$ cat config.mk
export PLATFORM = sky130hd
export DESIGN_NAME = output_port_fifo
export DESIGN_NICKNAME = d
export VERILOG_FILES = /design/src/rtl/output_port_fifo.sv
export SDC_FILE = /design/constraint.sdc
export NUM_CORES = 1
export LEC_CHECK = 0
export ABC_AREA = 1
export CELL_PAD_IN_SITES_DETAIL_PLACEMENT = 1
export CELL_PAD_IN_SITES_GLOBAL_PLACEMENT = 2
export CORE_MARGIN = 1.5
export CORE_UTILIZATION = 34
export CTS_BUF_LIST = sky130_fd_sc_hd__clkbuf_4 sky130_fd_sc_hd__clkbuf_8 sky130_fd_sc_hd__clkbuf_16
export CTS_CLUSTER_DIAMETER = 40
export DETAILED_ROUTE_END_ITERATION = 12
export GPL_TIMING_DRIVEN = 0
export PLACE_DENSITY_LB_ADDON = 0.05
export SLEW_MARGIN = 20
export SYNTH_ARGS = -nofsm -noshare
export SYNTH_HDL_FRONTEND = slang
export SYNTH_SLANG_ARGS = --single-unit
$ cat constraint.sdc
create_clock -name Clk -period 2.4 [get_ports Clk]
set_clock_uncertainty 0.05 [all_clocks]
set_input_delay 0.6 -clock Clk [delete_from_list [all_inputs] [get_ports Clk]]
set_output_delay 0.6 -clock Clk [all_outputs]
set_load 0.005 [all_outputs]
$ cat src/rtl/output_port_fifo.sv
// output_port_fifo
// Transmit-side CPU output port. The CPU pushes words with a one-cycle Write
// strobe. They are buffered in a small circular FIFO and handed to an
// external consumer over a Valid/Ready handshake. A sticky Overflow flag
// records any write that arrived while the buffer was full.

module output_port_fifo #(
  parameter int WIDTH_DATA_LENGTH = 8,
  parameter int DEPTH             = 4
) (
  input  logic                         Clk,
  input  logic                         Rst,
  input  logic [WIDTH_DATA_LENGTH-1:0] Data,
  input  logic                         Write,
  input  logic                         ClearErr,
  output logic                         Full,
  output logic [$clog2(DEPTH):0]       Count,
  output logic                         Overflow,
  output logic [WIDTH_DATA_LENGTH-1:0] Output,
  output logic                         Valid,
  input  logic                         Ready
);

  localparam int PTR_W = $clog2(DEPTH);
  localparam int CNT_W = PTR_W + 1;

  // Storage is never reset; only the pointers and the count decide which
  // entries hold live data.
  logic [WIDTH_DATA_LENGTH-1:0] mem_q [DEPTH];

  logic [PTR_W-1:0] wrPtr_q, wrPtr_d;
  logic [PTR_W-1:0] rdPtr_q, rdPtr_d;
  logic [CNT_W-1:0] count_q, count_d;
  logic             overflow_q, overflow_d;

  logic fullNow;
  logic validNow;
  logic doPush;
  logic doPop;
  logic dropWrite;

  // Status flags come from registered state only, so there is no
  // combinational path from Write or Ready to Valid or Full.
  always_comb begin
    fullNow  = (count_q == CNT_W'(DEPTH));
    validNow = (count_q != '0);
  end

  // Handshake decode. Full is judged before the edge, so a write into a full
  // buffer is dropped even when the consumer pops on the same edge.
  always_comb begin
    doPush    = Write && !fullNow;
    doPop     = validNow && Ready;
    dropWrite = Write && fullNow;
  end

  // Next-state for pointers, occupancy and the sticky overflow flag.
  // A dropped write takes priority over ClearErr on the same edge.
  always_comb begin
    wrPtr_d    = wrPtr_q;
    rdPtr_d    = rdPtr_q;
    count_d    = count_q;
    overflow_d = overflow_q;

    if (doPush) begin
      wrPtr_d = wrPtr_q + PTR_W'(1);
    end
    if (doPop) begin
      rdPtr_d = rdPtr_q + PTR_W'(1);
    end

    unique case ({doPush, doPop})
      2'b10:   count_d = count_q + CNT_W'(1);
      2'b01:   count_d = count_q - CNT_W'(1);
      default: count_d = count_q;
    endcase

    if (dropWrite) begin
      overflow_d = 1'b1;
    end else if (ClearErr) begin
      overflow_d = 1'b0;
    end
  end

  // Control state register; reset discards every buffered word at once.
  always_ff @(posedge Clk or posedge Rst) begin
    if (Rst) begin
      wrPtr_q    <= '0;
      rdPtr_q    <= '0;
      count_q    <= '0;
      overflow_q <= 1'b0;
    end else begin
      wrPtr_q    <= wrPtr_d;
      rdPtr_q    <= rdPtr_d;
      count_q    <= count_d;
      overflow_q <= overflow_d;
    end
  end

  // Data storage write port; contents need no reset.
  always_ff @(posedge Clk) begin
    if (doPush) begin
      mem_q[wrPtr_q] <= Data;
    end
  end

  // Output drive: head word while valid, zero otherwise. The head only
  // moves on a pop, so Output holds steady while Valid && !Ready.
  always_comb begin
    Full     = fullNow;
    Valid    = validNow;
    Count    = count_q;
    Overflow = overflow_q;
    Output   = validNow ? mem_q[rdPtr_q] : '0;
  end

endmodule
==> key figures, run 1 <==
Timing
  • Fin. Hold Viols: 0
  • Setup violations, final: 0
  • Shortest clock period the worst path allows after layout: approximately 2200 ps
  • Post-route setup TNS: 0 ps
  • Max-Slew Margin vs Limit: between 30% and 40%
  • Final max-slew violation count: 0
  • Final worst path period share: roughly 93%
  • Worst slew pin tran: roughly 900 ps
  • Unrepaired setup endpoints after global routing: no
  • Setup WS post-layout: about 160 ps
  • Highest clock rate: about 450 MHz

Die
  • X dimension of the die: between 70 and 80 microns
  • Die area: about 6000 sq um
  • Height of the die: between 70 and 80 microns
  • Starting Density: between 30 and 40%
  • Number of rows in the core area: 26
  • Boundary pin count: 27
  • Area of the core: around 5200 sq um

Clock network
  • CTS tree: yes
  • Insertion delay of the later-clocked pin in the worst-skew pair: between 200 and 300 ps
  • Max Root-Sink Buffers: 2
  • Clock root cell: sky130_fd_sc_hd__clkbuf_8
  • Clock slew at the register clock pins of the worst setup and hold paths: ~70 ps
  • H-Tree Level Count: 2
  • Number of clock sinks: 40
  • Clock buffers created by TritonCTS: 5

Global route
  • Global-route total usage across every layer: 15.56%
  • Maximum number of pins on one net before global-route repair: 13
  • Number of antenna violations at the first check in global routing: 0
  • Global-route wire length before repair: between 6000 and 7000 microns
  • Via count of the first global-routing pass: ~1400
  • GRT Residual Overflow: 0

Yosys
  • Cell count after synthesis: 188
  • Post-Synth Simple-Gate Area: ~17%
  • Mean post-synth cell area: approximately 9.9 sq um
  • Number of warning messages in the yosys log: 0
  • Count of different cell masters after synthesis: 19
  • Cell Area, Synth: between 1500 and 2000 sq um
  • #FFs+latches synth: 40
  • Share of the synthesized area in the top cell type: between 50% and 60%
  • Sequential element share of the synthesized area: approximately 62%
  • Synthesized Nets: a little over 200
  • Arithmetic-cell share of the synthesized area counting full adders, half adders and majority gates: 4.424%
  • Flip-flop cell with the highest count after synthesis: sky130_fd_sc_hd__edfxtp_1
  • Share of flip-flops with an asynchronous set or reset: 20.00%
  • Post-synthesis mux area share: 0%
  • Combinational family with the most area after synthesis: simple AND/OR/NAND/NOR gates
  • Compound-gate portion of the synthesized area: around 3.2%
  • Xor and xnor fraction of the mapped netlist area: 0.9383%
  • Number of enable flip-flop cells after synthesis: 32
  • Synth top area cells: sky130_fd_sc_hd__edfxtp_1 51%, sky130_fd_sc_hd__dfrtp_1 11%, sky130_fd_sc_hd__inv_1 10%
  • Cell type contributing the most total cell area after synthesis: sky130_fd_sc_hd__edfxtp_1

Setup path
  • Required arrival time at the worst endpoint: 1750 ps
  • Number of cells traversed by the worst register-to-register path: 10
  • Cell type with the highest occurrence count on the critical path: sky130_fd_sc_hd__inv_1
  • Levels on crit path: 4
  • Number of buffers and inverters on the critical path: 3
  • Worst Setup Start Kind: register
  • Arrival time of data at the critical path endpoint: ~1600 ps
  • Worst setup path class: reg2out
  • Crit-path max cell delay: around 510 ps
  • Cell chain of the critical path: inv_1 -> nand3_2 -> inv_1 -> clkdlybuf4s50_1
  • Master of the slowest instance on the critical path: sky130_fd_sc_hd__clkdlybuf4s50_1
  • Largest delay contributor family on the critical path: buffers and inverters
  • Type of destination of the critical path: output pin
  • CP max FO: 4

Routing
  • Routed WL: between 4000 and 5000 microns
  • First-pass iteration count of the detailed router: 4
  • DR vias: between 1000 and 1500
  • Average wire per standard cell: 14.23 microns
  • Count of routing violations after the opening detailed-route iteration: between 40 and 50
  • DRT antenna net count: 0
  • Post-route DRC violation count: 0
  • Detailed-route vias per instance: 4.378

Final layout
  • P&R area growth vs syn: 27.14%
  • Nets@finish: 243
  • Antenna diode instance count: 0
  • Final instance area: around 2400 sq um
  • Area taken by multi-input logic gates: 488.0 sq um
  • Layout Utilization: 45.60%
  • Fillers: 606
  • Sequential cell area: between 1000 and 1500 sq um
  • Share of cells above drive strength 1: under 10%

Worst hold path
  • Worst hold-check path type: reg2reg
  • Number of instances on the worst hold path: 1

Placed design
  • Weighted congestion at the end of routability-driven global placement: around 0.73
  • Area after DPL: between 2000 and 2500 sq um
  • Worst slack at placement: -169.3 ps
  • Count of port buffers added during placement: 26
  • Final HPWL from detailed placement: 2919 microns

Run
  • Max-cap violation count: 0

Pwr
  • Max IR drop VDD: about 500 uV
  • Standby leakage power: 1.111 nW
  • Total power of the final layout: around 0.0029 W
  • Power per unit of standard cell area: between 1000 and 1500 nW/um^2

Outcome
  • Outcome: complete, no violations
[area by class of cell]
| cell class | instances | area share, % |
|---|---|---|
| Buffer | 4 | 1.581 |
| Clock buffer | 5 | 2.899 |
| Clock inverter | 2 | 2.530 |
| Inverter | 51 | 8.171 |
| Multi-Input combinational cell | 93 | 20.56 |
| Sequential cell | 40 | 48.92 |
| Tap cell | 70 | 3.690 |
| Timing Repair Buffer | 29 | 11.65 |
[kinds of logic after synthesis]
group           Yosys count
simple gates             74
buf+inv                  55
flops                    40
compound gates           11
fa+ha+maj                 6
xor+xnor                  2
[sequential cells by signal, indices dropped and copies added (netlist names)]
signal    flops
mem_q        32
Overflow      1
wrPtr_q       2
rdPtr_q       2
Count         3
[power breakdown]
part	switching [W]	internal [W]	total, W
Clock	0.000225	0.000409	0.000634
Combinational	0.000709	0.000545	0.00125
Sequential	0.0000757	0.000936	0.00101
[through the flow]
stage / hold WS (ps) / cells
2_1_floorplan: 365.7 / 188
3_3_place_gp: 435.4 / 284
3_5_place_dp: 447.2 / 284
4_1_cts: 457.5 / 294
5_1_grt: 514.9 / 294
6_report: 456.1 / 294
[cells in the final DEF (no fill, tap or decap)]
cell type and n:
sky130_fd_sc_hd__ha_1 5, sky130_fd_sc_hd__buf_6 2, sky130_fd_sc_hd__clkbuf_8 5, sky130_fd_sc_hd__edfxtp_1 32
sky130_fd_sc_hd__nand2_2 1, sky130_fd_sc_hd__o21ai_0 3, sky130_fd_sc_hd__inv_1 49, sky130_fd_sc_hd__dlygate4sd2_1 7
sky130_fd_sc_hd__buf_4 4, sky130_fd_sc_hd__nand3_2 3, sky130_fd_sc_hd__a21oi_1 6, sky130_fd_sc_hd__dfrtp_1 8
sky130_fd_sc_hd__bufinv_16 2, sky130_fd_sc_hd__inv_2 1, sky130_fd_sc_hd__nand4_1 1, sky130_fd_sc_hd__xnor2_1 2
sky130_fd_sc_hd__dlymetal6s2s_1 1, sky130_fd_sc_hd__fa_1 1, sky130_fd_sc_hd__nand3_1 19, sky130_fd_sc_hd__clkbuf_4 1
sky130_fd_sc_hd__nand2_1 46, sky130_fd_sc_hd__inv_4 1, sky130_fd_sc_hd__a21oi_2 2, sky130_fd_sc_hd__clkdlybuf4s50_1 18
sky130_fd_sc_hd__nor2_1 4
[cell usage after synthesis (2+ instances only)]
| library cell | number |
|---|---|
| sky130_fd_sc_hd__xnor2_1 | 2 |
| sky130_fd_sc_hd__nor2_1 | 4 |
| sky130_fd_sc_hd__edfxtp_1 | 32 |
| sky130_fd_sc_hd__inv_1 | 50 |
| sky130_fd_sc_hd__nand3_1 | 21 |
| sky130_fd_sc_hd__a21oi_1 | 7 |
| sky130_fd_sc_hd__ha_1 | 5 |
| sky130_fd_sc_hd__nand2_1 | 46 |
| sky130_fd_sc_hd__o21ai_0 | 3 |
| sky130_fd_sc_hd__buf_6 | 2 |
| sky130_fd_sc_hd__dfrtp_1 | 8 |
[worst paths after layout]
kind / from / endpoint / slack [ps]
min in group asynchronous: Rst / wrPtr_q[0] / 530
max in group asynchronous: Rst / Count[1] / 1520
hold reg to reg: Count[0] / Count[0] / 460
setup / recovery: Count[0] / Full / 160
hold / removal: Count[0] / Count[0] / 460
setup reg to reg: Count[0] / Count[2] / 370
[metal layers]
metal / vias to the layer above / GRT usage, % / routed length (microns)
li1: 650 / - / -
met1: 615 / 18.49 / 1874
met2: 17 / 27.88 / 2144
met3: 5 / 3.810 / 122
met4: 0 / 4.364 / 41
met5: - / 0 / 0
[timing repair]
item,CTS,global route
gates resized for setup,10,2
gates cloned,0,0
hold endpoints to repair,0,0
hold buffers,0,0
pin swaps,0,1
setup endpoints to repair,8,2
setup buffers,3,0
Note: power is estimated with default switching activity, not from simulation.
==> inputs of run 2 (changes only) <==
- CELL_PAD_IN_SITES_DETAIL_PLACEMENT: 1 -> default
- CELL_PAD_IN_SITES_GLOBAL_PLACEMENT: 2 -> default
- CORE_UTILIZATION: 34 -> 53
==> key figures, run 2 (same netlist as run 1, synthesis figures left out) <==
Outcome
  • Outcome: complete, no violations

Final layout
  • Top reg by flops: mem_q
  • Share of cells above drive strength 1: about a tenth
  • P&R area growth vs syn: 21.38%
  • Final instance area: 2266 sq um
  • Nets@finish: around 240
  • Commonest cells after routing, fill and taps aside: 48 x sky130_fd_sc_hd__inv_1, 46 x sky130_fd_sc_hd__nand2_1, 32 x sky130_fd_sc_hd__edfxtp_1
  • Most common cell after layout, fill and taps aside: sky130_fd_sc_hd__inv_1
  • Max reg flops: 32
  • Fillers: approximately 290
  • Antenna diode instance count: 0

Pwr
  • Logic pwr share: 47.3%
  • P_sw: 0.0009526 W
  • Switching share of power: approximately 37%
  • Standby leakage power: between 1 and 1.5 nW
  • Pint: roughly 0.0016 W
  • Proportion of power drawn by flip-flops and latches: 39.4%
  • Max IR drop VDD: around 580 uV
  • Clock Power Share: between 10% and 20%
  • Power per unit of standard cell area: 1132 nW/um^2

Setup path
  • Worst Setup Start Kind: register
  • Worst setup path class: reg2out
  • Type of destination of the critical path: output pin
  • Required arrival time at the worst endpoint: between 1500 and 2000 ps
  • CP max FO: 4
  • Worst-case register-to-register setup slack: 360 ps
  • Arrival time of data at the critical path endpoint: around 1600 ps

Timing
  • Post-route setup TNS: 0 ps
  • Shortest clock period the worst path allows after layout: about 2300 ps
  • Setup violations, final: 0
  • Fin. Hold Viols: 0
  • Unrepaired setup endpoints after global routing: no
  • Final max-slew violation count: 0
  • Final worst path period share: between 90% and 100%
  • Max-Slew Margin vs Limit: 41.28%
  • Worst slew pin tran: 877.6 ps
  • Highest clock rate: ~440 MHz

Routing
  • Post-route DRC violation count: 0
  • Count of routing violations after the opening detailed-route iteration: 57
  • Detailed-route vias per instance: just under 5
  • DR vias: around 1300
  • First-pass iteration count of the detailed router: 4
  • Routed WL: between 3000 and 4000 microns
  • Average wire per standard cell: around 13 microns
  • DRT antenna net count: 0

Die
  • X dimension of the die: 62.35 microns
  • Number of rows in the core area: 21
  • Height of the die: slightly above 60 microns
  • Boundary pin count: 27
  • Area of the core: around 3400 sq um
  • Die area: 3888 sq um
  • Starting Density: between 50% and 60%

Clock network
  • CTS tree: yes
  • Clock slew at the register clock pins of the worst setup and hold paths: ~110 ps
  • Insertion delay of the later-clocked pin in the worst-skew pair: about 340 ps
  • Clock root cell: sky130_fd_sc_hd__clkbuf_4
  • Number of clock sinks: 40
  • Clock buffers created by TritonCTS: 5
  • Max Root-Sink Buffers: 2
  • H-Tree Level Count: 2

Global route
  • GRT Residual Overflow: 0
  • Maximum number of pins on one net before global-route repair: 13
  • Global-route total usage across every layer: 20.84%
  • Via count of the first global-routing pass: about 1400
  • Global-route wire length before repair: about 6100 microns
  • Number of antenna violations at the first check in global routing: 0

Placed design
  • Final HPWL from detailed placement: 2422 microns
  • Count of port buffers added during placement: 26
  • Area after DPL: 2185 sq um
  • Weighted congestion at the end of routability-driven global placement: 0.7937

Worst hold path
  • Worst hold-check path type: in2async

Run
  • Max-cap violation count: 0
==> run 2: changes by cell type in the layout (fill, tap and decap cells not counted), sizes merged <==
cell / before / now
clkinv: 0 / 1
bufinv: 2 / 0
dlygate4sd2: 7 / 8
dlymetal6s2s: 1 / 0
clkbuf: 6 / 8
==> run 2: cell type report <==
cell class / count / area (sq um) / area share, %
Clock inverter: 1 / 5.005 / 0.2209
Buffer: 4 / 41.29 / 1.822
Multi-Input combinational cell: 93 / 479.2 / 21.15
Tap cell: 46 / 57.56 / 2.540
Timing Repair Buffer: 29 / 272.8 / 12.04
Inverter: 51 / 196.4 / 8.669
Sequential cell: 40 / 1161 / 51.24
Clock buffer: 7 / 52.55 / 2.319
==> run 2: metrics by stage <==
| stage | power [W] | hold WS (ps) | worst slack, ps | std cells | util, % |
|---|---|---|---|---|---|
| 6_report | 0.002565 | 444.4 | 123.6 | 271 | 67.37 |
| 5_1_grt | 0.002783 | 461.3 | 2.419 | 271 | 67.37 |
| 4_1_cts | 0.002575 | 445.7 | 45.22 | 271 | 67.15 |
| 3_5_place_dp | 0.002266 | 436.5 | -112.6 | 260 | 64.96 |
| 3_3_place_gp | 0.002212 | 430.6 | -43.54 | 260 | 64.96 |
| 2_1_floorplan | 0.001721 | 365.7 | 581.5 | 188 | - |
==> run 2: power groups by stage <==
stage	clock [W]	combinational (W)	sequential [W]
after floorplan	0	0.000711	0.00101
after global placement	0	0.00120	0.00101
after detailed placement	0	0.00124	0.00102
after CTS	0.000352	0.00122	0.00101
after global routing	0.000386	0.00137	0.00103
final	0.000342	0.00121	0.00101
==> run 2: per-layer routing <==
metal | part of all wire (%) | GRT usage (%) | vias to the layer above
met5 | 0 | 0 | -
met4 | 0.67 | 8.611 | 0
met3 | 6.9 | 4.348 | 2
met2 | 50 | 35.87 | 42
met1 | 42 | 25.75 | 619
li1 | - | - | 656
==> run 2: critical path: stages, from the launching register on <==
cell and delay [ps]:
sky130_fd_sc_hd__dfrtp_1 420, sky130_fd_sc_hd__inv_1 140, sky130_fd_sc_hd__nand3_2 130, sky130_fd_sc_hd__inv_1 100, sky130_fd_sc_hd__clkdlybuf4s50_1 500
==> run 2: timing repair <==
item                       in CTS  in global routing
pin swaps                       0                  0
hold buffers                    0                  0
setup endpoints to repair       8                  5
resized for setup              10                  3
buffers inserted                3                  0
==> run 2: final timing paths <==
kind,from,end,cells after the start
setup / recovery,Count[0],Full,4
hold / removal,Rst,Overflow,2
setup reg to reg,Count[0],Count[2],10
hold reg to reg,Count[0],Count[0],1
max in group asynchronous,Rst,wrPtr_q[1],2
min in group Clk,Count[0],Count[0],1
